File: config.mk
export PLATFORM = sky130hd
export DESIGN_NAME = mem_cmd_scheduler
export DESIGN_NICKNAME = d
export VERILOG_FILES = /design/src/rtl/mem_sched_pkg.sv /design/src/rtl/sched_req_fifo.sv /design/src/rtl/mem_cmd_scheduler.sv
export SDC_FILE = /design/constraint.sdc
export NUM_CORES = 1
export LEC_CHECK = 0
export ABC_AREA = 1
export CAP_MARGIN = 20
export CORE_UTILIZATION = 40
export DETAILED_ROUTE_END_ITERATION = 10
export GPL_ROUTABILITY_DRIVEN = 0
export PLACE_DENSITY_LB_ADDON = 0.05
export SYNTH_ARGS = -nofsm -noshare
export SYNTH_HDL_FRONTEND = slang
export SYNTH_SLANG_ARGS = --single-unit
File: constraint.sdc
create_clock -name clk -period 3.76 [get_ports clk]
set_input_delay 1.128 -clock clk [delete_from_list [all_inputs] [get_ports clk]]
set_output_delay 1.128 -clock clk [all_outputs]
set_load 0.01 [all_outputs]
File: src/rtl/mem_sched_pkg.sv
// mem_sched_pkg: shared types and address-field positions for the DRAM command scheduler.
package mem_sched_pkg;

  typedef enum logic [1:0] {
    CMD_PRE = 2'd0,
    CMD_ACT = 2'd1,
    CMD_RD  = 2'd2,
    CMD_WR  = 2'd3
  } cmd_e;

  typedef enum logic [1:0] {
    OP_READ   = 2'd0,
    OP_WRITE  = 2'd1,
    OP_IFETCH = 2'd2,
    OP_RSVD   = 2'd3
  } op_e;

  typedef enum logic [2:0] {
    S_IDLE      = 3'd0,
    S_DECIDE    = 3'd1,
    S_PRE       = 3'd2,
    S_WAIT_RP   = 3'd3,
    S_ACT       = 3'd4,
    S_WAIT_RCD  = 3'd5,
    S_RW        = 3'd6,
    S_WAIT_DATA = 3'd7
  } state_e;

  // Byte address layout: [31:18] row, [17:10] column, [9:6] bank, [5:0] ignored.
  localparam int BANK_LSB = 6;
  localparam int BANK_W   = 4;
  localparam int COL_LSB  = 10;
  localparam int COL_W    = 8;
  localparam int ROW_LSB  = 18;
  localparam int ROW_W    = 14;
  localparam int CNT_W    = 8;

  typedef struct packed {
    op_e               op;
    logic [BANK_W-1:0] bank;
    logic [ROW_W-1:0]  row;
    logic [COL_W-1:0]  col;
  } req_t;

endpackage

File: src/rtl/sched_req_fifo.sv
// sched_req_fifo: synchronous in-order request queue; head entry is visible combinationally.
module sched_req_fifo
  import mem_sched_pkg::*;
#(
  parameter int DEPTH = 16,
  localparam int AW = $clog2(DEPTH),
  localparam int CW = AW + 1
) (
  input  logic          clk,
  input  logic          rst_n,
  input  logic          push,
  input  req_t          push_data,
  input  logic          pop,
  output req_t          head,
  output logic          empty,
  output logic [CW-1:0] count
);

  req_t          mem [DEPTH];
  logic [AW-1:0] wr_ptr;
  logic [AW-1:0] rd_ptr;
  logic          do_push;
  logic          do_pop;

  // A push while full is dropped rather than overwriting the oldest entry.
  assign do_push = push && (count != CW'(DEPTH));
  assign do_pop  = pop && (count != '0);
  assign head    = mem[rd_ptr];
  assign empty   = (count == '0);

  always_ff @(posedge clk) begin
    if (do_push) mem[wr_ptr] <= push_data;
  end

  always_ff @(posedge clk or negedge rst_n) begin
    if (!rst_n) begin
      wr_ptr <= '0;
      rd_ptr <= '0;
      count  <= '0;
    end else begin
      if (do_push) wr_ptr <= wr_ptr + AW'(1);
      if (do_pop)  rd_ptr <= rd_ptr + AW'(1);
      case ({do_push, do_pop})
        2'b10:   count <= count + CW'(1);
        2'b01:   count <= count - CW'(1);
        default: count <= count;
      endcase
    end
  end

endmodule

File: src/rtl/mem_cmd_scheduler.sv
// mem_cmd_scheduler: in-order PRE/ACT/RD/WR sequencer with open-page policy and per-bank row tracking.
// Define MEM_SCHED_STATS_EN to add saturating hit/miss/conflict counters.
module mem_cmd_scheduler
  import mem_sched_pkg::*;
#(
  parameter int ADDR_W    = 32,
  parameter int QDEPTH    = 16,
  parameter int NUM_BANKS = 16,
  parameter int T_RP      = 24,
  parameter int T_RCD     = 24,
  parameter int T_CL      = 24,
  parameter int T_CWL     = 20,
  parameter int T_BURST   = 4,
  localparam int QCW = $clog2(QDEPTH) + 1
) (
  input  logic              clk,
  input  logic              rst_n,
  input  logic              req_valid,
  output logic              req_ready,
  input  logic [1:0]        req_op,
  input  logic [ADDR_W-1:0] req_addr,
  output logic              cmd_valid,
  output logic [1:0]        cmd_type,
  output logic [3:0]        cmd_bank,
  output logic [13:0]       cmd_row,
  output logic [7:0]        cmd_col,
  output logic              done,
  output logic [QCW-1:0]    q_count,
`ifdef MEM_SCHED_STATS_EN
  output logic [31:0]       stat_hits,
  output logic [31:0]       stat_misses,
  output logic [31:0]       stat_conflicts,
`endif
  output state_e            dbg_state
);

  if (T_RP < 2 || T_RP > 255 || T_RCD < 2 || T_RCD > 255 || T_BURST < 1 ||
      T_CL > 255 || T_CWL > 255 || T_BURST > 255 ||
      T_CL + T_BURST > 256 || T_CWL + T_BURST > 256) begin : g_bad_timing
    $error("mem_cmd_scheduler: timing parameter outside 8-bit counter range");
  end
  if (ADDR_W < 32 || NUM_BANKS != (1 << BANK_W) ||
      QDEPTH < 2 || (QDEPTH & (QDEPTH - 1)) != 0) begin : g_bad_geometry
    $error("mem_cmd_scheduler: unsupported address width, bank count or queue depth");
  end

  // Wait states exit at zero and the following command state adds one more cycle,
  // so loading T-2 places the next command exactly T cycles after PRE/ACT.
  localparam logic [CNT_W-1:0] RP_LOAD  = CNT_W'(T_RP - 2);
  localparam logic [CNT_W-1:0] RCD_LOAD = CNT_W'(T_RCD - 2);
  localparam logic [CNT_W-1:0] RD_LOAD  = CNT_W'(T_CL + T_BURST - 1);
  localparam logic [CNT_W-1:0] WR_LOAD  = CNT_W'(T_CWL + T_BURST - 1);

  state_e            state, state_nx;
  logic [CNT_W-1:0]  cnt, cnt_nx;
  req_t              push_data, head;
  logic              push, pop, q_empty;
  logic              cmd_issue;
  cmd_e              cmd_kind;
  logic [1:0]        cmd_type_q;
  logic [3:0]        cmd_bank_q;
  logic [13:0]       cmd_row_q;
  logic [7:0]        cmd_col_q;
  logic [NUM_BANKS-1:0] bank_open;
  logic [ROW_W-1:0]  bank_row [NUM_BANKS];
  logic              bank_hit, bank_conflict;
  logic              unused_addr_lsbs;

  assign unused_addr_lsbs = ^req_addr[BANK_LSB-1:0];

  // Reserved ops are handshaked like any request but never enter the queue.
  assign req_ready = (q_count != QCW'(QDEPTH));
  assign push      = req_valid && req_ready && (op_e'(req_op) != OP_RSVD);
  assign push_data = '{op:   op_e'(req_op),
                       bank: req_addr[BANK_LSB +: BANK_W],
                       row:  req_addr[ROW_LSB +: ROW_W],
                       col:  req_addr[COL_LSB +: COL_W]};

  sched_req_fifo #(.DEPTH(QDEPTH)) u_fifo (
    .clk       (clk),
    .rst_n     (rst_n),
    .push      (push),
    .push_data (push_data),
    .pop       (pop),
    .head      (head),
    .empty     (q_empty),
    .count     (q_count)
  );

  assign bank_hit      = bank_open[head.bank] && (bank_row[head.bank] == head.row);
  assign bank_conflict = bank_open[head.bank] && (bank_row[head.bank] != head.row);

  always_ff @(posedge clk or negedge rst_n) begin
    if (!rst_n) begin
      state <= S_IDLE;
      cnt   <= '0;
    end else begin
      state <= state_nx;
      cnt   <= cnt_nx;
    end
  end

  always_comb begin
    state_nx  = state;
    cnt_nx    = (cnt != '0) ? cnt - CNT_W'(1) : cnt;
    cmd_issue = 1'b0;
    cmd_kind  = CMD_PRE;
    done      = 1'b0;
    pop       = 1'b0;
    case (state)
      S_IDLE:     if (!q_empty) state_nx = S_DECIDE;
      S_DECIDE: begin
        if (bank_hit)           state_nx = S_RW;
        else if (bank_conflict) state_nx = S_PRE;
        else                    state_nx = S_ACT;
      end
      S_PRE: begin
        cmd_issue = 1'b1;
        cmd_kind  = CMD_PRE;
        cnt_nx    = RP_LOAD;
        state_nx  = S_WAIT_RP;
      end
      S_WAIT_RP:  if (cnt == '0) state_nx = S_ACT;
      S_ACT: begin
        cmd_issue = 1'b1;
        cmd_kind  = CMD_ACT;
        cnt_nx    = RCD_LOAD;
        state_nx  = S_WAIT_RCD;
      end
      S_WAIT_RCD: if (cnt == '0) state_nx = S_RW;
      S_RW: begin
        cmd_issue = 1'b1;
        cmd_kind  = (head.op == OP_WRITE) ? CMD_WR : CMD_RD;
        cnt_nx    = (head.op == OP_WRITE) ? WR_LOAD : RD_LOAD;
        state_nx  = S_WAIT_DATA;
      end
      S_WAIT_DATA: begin
        if (cnt == '0) begin
          done     = 1'b1;
          pop      = 1'b1;
          state_nx = S_IDLE;
        end
      end
      default:    state_nx = S_IDLE;
    endcase
  end

  // Open-row table: PRE closes the head's bank, ACT opens it on the head's row.
  always_ff @(posedge clk or negedge rst_n) begin
    if (!rst_n) begin
      bank_open <= '0;
      for (int i = 0; i < NUM_BANKS; i++) bank_row[i] <= '0;
    end else if (state == S_PRE) begin
      bank_open[head.bank] <= 1'b0;
    end else if (state == S_ACT) begin
      bank_open[head.bank] <= 1'b1;
      bank_row[head.bank]  <= head.row;
    end
  end

  // Command fields show the live command while strobing and hold the last one otherwise.
  always_ff @(posedge clk or negedge rst_n) begin
    if (!rst_n) begin
      cmd_type_q <= '0;
      cmd_bank_q <= '0;
      cmd_row_q  <= '0;
      cmd_col_q  <= '0;
    end else if (cmd_issue) begin
      cmd_type_q <= cmd_kind;
      cmd_bank_q <= head.bank;
      cmd_row_q  <= head.row;
      cmd_col_q  <= head.col;
    end
  end

  assign cmd_valid = cmd_issue;
  assign cmd_type  = cmd_issue ? cmd_kind  : cmd_type_q;
  assign cmd_bank  = cmd_issue ? head.bank : cmd_bank_q;
  assign cmd_row   = cmd_issue ? head.row  : cmd_row_q;
  assign cmd_col   = cmd_issue ? head.col  : cmd_col_q;
  assign dbg_state = state;

`ifdef MEM_SCHED_STATS_EN
  always_ff @(posedge clk or negedge rst_n) begin
    if (!rst_n) begin
      stat_hits      <= '0;
      stat_misses    <= '0;
      stat_conflicts <= '0;
    end else if (state == S_DECIDE) begin
      if (bank_hit) begin
        if (stat_hits != '1) stat_hits <= stat_hits + 32'd1;
      end else if (bank_conflict) begin
        if (stat_conflicts != '1) stat_conflicts <= stat_conflicts + 32'd1;
      end else begin
        if (stat_misses != '1) stat_misses <= stat_misses + 32'd1;
      end
    end
  end
`endif

endmodule
==> results.md <==
- Area share of fa/ha/maj cells after synthesis: 0.00453
- PortBufs: between 60 and 70
- DRC: 0
- Multiplexer share of the synthesized area: 0
- Worst R2R Path Depth: 27
- Post-synthesis xor/xnor area fraction: 0.00300
- Final setup violation count: 3
- Critical-path cell list: buf_12 -> clkinv_16 -> buf_16 -> buf_12 -> nand2_2 -> a32o_1 -> o211ai_1 -> nand2_4 -> o21ai_2 -> buf_6
- Fill cells: 7,176
- #FFs+latches synth: 740
- Final total power: roughly 32,000 µW
- DRT Pass-1 Iters: 7
- Worst setup EP type: output port
- Yosys warns: 0
- Compound-Gate Fraction of Synth Area: 0.117
- Crit path max-delay family: buffers and inverters
- Crit path DAT: 2690 ps
- Die area: 0.0813 mm²
- Vias in the first global route: ~23,000
- Setup ws final: -54.4 ps
- CTS buffer count: 81
- Core area: 0.0791 mm²
- Netlist cell types: 52
- Commonest non-fill, non-tap cell in the layout: nand2_1
- Tightest Pin Transition: 669 ps
- Layout cell share with drive strength beyond 1: 0.171
- Fin area: 0.0396 mm²
- Main synth FF type: edfxtp_1
- P_leak: approximately 0.016 µW
- Hold bufs inserted after CTS: 0
- Gr usage total: 0.234
- Worst-case clock buffer depth: 3
- Num rows: 103
- CP Launch Type: flip-flop
- Hold Slack: 383 ps
- Initial Util: 0.405
- Die Ht: 285 µm
- Pin count of the biggest net entering global routing: 77
- Max Slew Vio Count: 0
- Final Hold Fails: 0
- Slew headroom: 0.553
- Post-synthesis area per instance: 10.3 µm²
- Highest-count cells in the layout ignoring fill and taps: nand2_1 (937), edfxtp_1 (448), o21ai_0 (294)
- Failing checks: negative setup slack
- H-tree Lvls: 3
- Crit Path Category: flip-flop to output port
- Max-cap check violation count: 0
- Peak VDD IR: 0.418 mV
- CTS tree: built
- Die X: 285 µm
- Ys async rst share: 0.395
- Simple-Gate Fraction of Synth Area: 0.169
- Worst skew pair latency: 630 ps
- Seq/Total Area, Yosys: 0.647
- Area Overhead vs Synth: 23.6%
- DR vias: 23,200
- Critical path's most frequent cell: buf_12
- Number of vias per cell: 5.24
- IO Pins: 76
- Cell Area, Synth: 0.0321 mm²
- Final nets: 3,367
- Critical path buffers and inverters: 5
- Avg WL per Cell: 21.5 µm
- Synthesized instance count: 3,126
- Sink Count: 740
- First-pass GRT wire length: 143,000 µm
- Stages on worst setup path: 10
- CTS root buf: clkbuf_16
- Largest family of logic cells by synthesized area: simple AND/OR/NAND/NOR gates
- Final wirelength: 95,500 µm
- Fin crit share: 1.01
- Worst R2R Setup Slack: ~270 ps
- Initial antenna violation count: 2
- Fmax: 262 MHz
- Status: finished with violations
- RSZ-0062 raised after global routing: yes
- Worst Path Required: around 2600 ps
- Worst Clk Skew: 31.8 ps
- EDFF count, synth: 448
- Final core occ: 0.501
- Setup TNS: -96.7 ps
- Hold Path Class: input port to asynchronous set/reset pin
- Clock transition at path regs: 60 ps
- Peak per-stage delay on the critical path: 520 ps
- DRT antenna net count: 0
- Crit Path Max Fanout: 9
- Slowest-stage cell, CP: dfrtp_4
- Post-detail-place hpwl: 54,200 µm
- Tmin final: 3810 ps
- Grt ovf: 0
- Syn_nets: 3,174
- Iteration-0 DRC Markers: 1,581
- Power per cell area: ~810 mW/mm²
- Dpl cell area: 0.0350 mm²
## metrics by stage
step	cells	setup WS, ps
6_report	4436	-54.4
5_1_grt	4436	-126
4_1_cts	4414	-115
3_5_place_dp	4216	-21.5
3_3_place_gp	4216	30.8
2_1_floorplan	3126	380
## worst register-to-register path, cell delays in order, from the launching register on
cell and delay (ps):
dfrtp_4 520, buf_12 160, buf_4 160, clkbuf_16 200, nand2_1 90, nand3_1 80
nand3_2 100, nand3_4 110, nand2_4 130, buf_6 190, buf_16 220, buf_8 230
nand2_1 70, o21ai_1 80, nand2_1 70, nand2_1 60, nand2_1 50, nand2_1 140
nor2_1 60, nand2_1 50, nand2_1 50, nor2_1 110, nand2_1 110, nor2_1 100
nand2_1 100, nand2_1 80, nand2_1 50, nand2_1 50
## synth_stat cells (2+ instances only)
master | n | area [µm²]
edfxtp_1 | 448 | 13500
buf_6 | 24 | 270
nand2_1 | 951 | 3570
o221ai_1 | 33 | 289
clkbuf_1 | 87 | 327
inv_4 | 2 | 12.5
nand2_2 | 9 | 56.3
inv_1 | 186 | 698
o31ai_1 | 2 | 15.0
a221o_1 | 12 | 120
or3_1 | 10 | 62.6
nor2_1 | 156 | 586
nor2_4 | 2 | 22.5
nor4_1 | 3 | 18.8
buf_2 | 59 | 295
nand2_4 | 5 | 56.3
o211ai_1 | 13 | 97.6
o21a_1 | 8 | 60.1
a21oi_1 | 108 | 541
nand4_1 | 4 | 25.0
o21bai_1 | 4 | 30.0
inv_2 | 10 | 37.5
clkbuf_2 | 2 | 10.0
a221oi_1 | 26 | 228
nand3_2 | 7 | 70.1
o21ai_0 | 335 | 1680
a32o_1 | 9 | 90.1
nor3_1 | 10 | 50.1
xnor2_1 | 2 | 17.5
a211oi_1 | 4 | 30.0
o22ai_1 | 11 | 68.8
nor4_2 | 4 | 50.1
a21boi_0 | 2 | 15.0
dfrtp_1 | 292 | 7310
ha_1 | 10 | 125
o211ai_2 | 3 | 37.5
nand3_1 | 86 | 430
nand3b_1 | 53 | 398
xor2_1 | 9 | 78.8
buf_4 | 21 | 158
buf_1 | 8 | 30.0
o21ai_1 | 86 | 430
## registers in the layout, indices dropped and copies added, names as in the netlist, named ones only
name / flops
cnt: 8
dbg_state: 3
u_fifo.mem: 448
u_fifo.count: 5
u_fifo.rd_ptr: 4
cmd_row_q: 14
bank_row: 224
cmd_type_q: 2
cmd_bank_q: 4
u_fifo.wr_ptr: 4
cmd_col_q: 8
## cell type report
type / count / area [µm²] / share of cell area
well taps: 1050 / 1310 / 0.0332
diodes: 1 / 2.50 / 0.0000632
inverters: 200 / 801 / 0.0202
clock inverters: 35 / 427 / 0.0108
multi-input cells: 1984 / 10200 / 0.257
repair buffers: 311 / 3740 / 0.0944
clock buffers: 114 / 2350 / 0.0594
flip-flops and latches: 740 / 20800 / 0.524
repair inverters: 1 / 20.0 / 0.000505
## power breakdown
part           leakage [µW]  switching (µW)  total, µW  internal, µW
registers           0.00786             696      11000         10300
logic               0.00692            7900      13000          5070
clock network       0.00137            3300       8220          4920
total                0.0161           11900      32100         20300
## path summary, 6_finish.rpt
check                                  from      endpoint
max in group asynchronous             rst_n  dbg_state[2]
min in group clk                  flip-flop     flip-flop
setup / recovery           u_fifo.rd_ptr[0]    cmd_row[8]
hold / removal                        rst_n  bank_row[74]
hold reg to reg                   flip-flop     flip-flop
setup reg to reg           u_fifo.rd_ptr[0]  dbg_state[2]
## metal layers
layer / vias to the layer above / wire length, µm / track usage
met5: - / 13 / 0
met4: 2 / 2470 / 0.0630
met3: 123 / 3810 / 0.0329
met2: 457 / 48300 / 0.411
met1: 11600 / 40800 / 0.300
li1: 11100 / - / -
## logic make-up after synthesis
| family | count (synthesis) |
|---|---|
| compound gates | 659 |
| xor+xnor | 11 |
| fa+ha+maj | 11 |
| buf+inv | 402 |
| flops | 740 |
| simple gates | 1303 |
## timing repair
action / 4_1_cts / 5_1_grt
setup buffers: 32 / 21
gates resized for setup: 274 / 115
cloned: 18 / 9
pin swaps: 58 / 75
hold endpoints to repair: 0 / 0
endpoints found under the setup margin: 29 / 31
No activity file was read; power rests on OpenSTA's default activity.
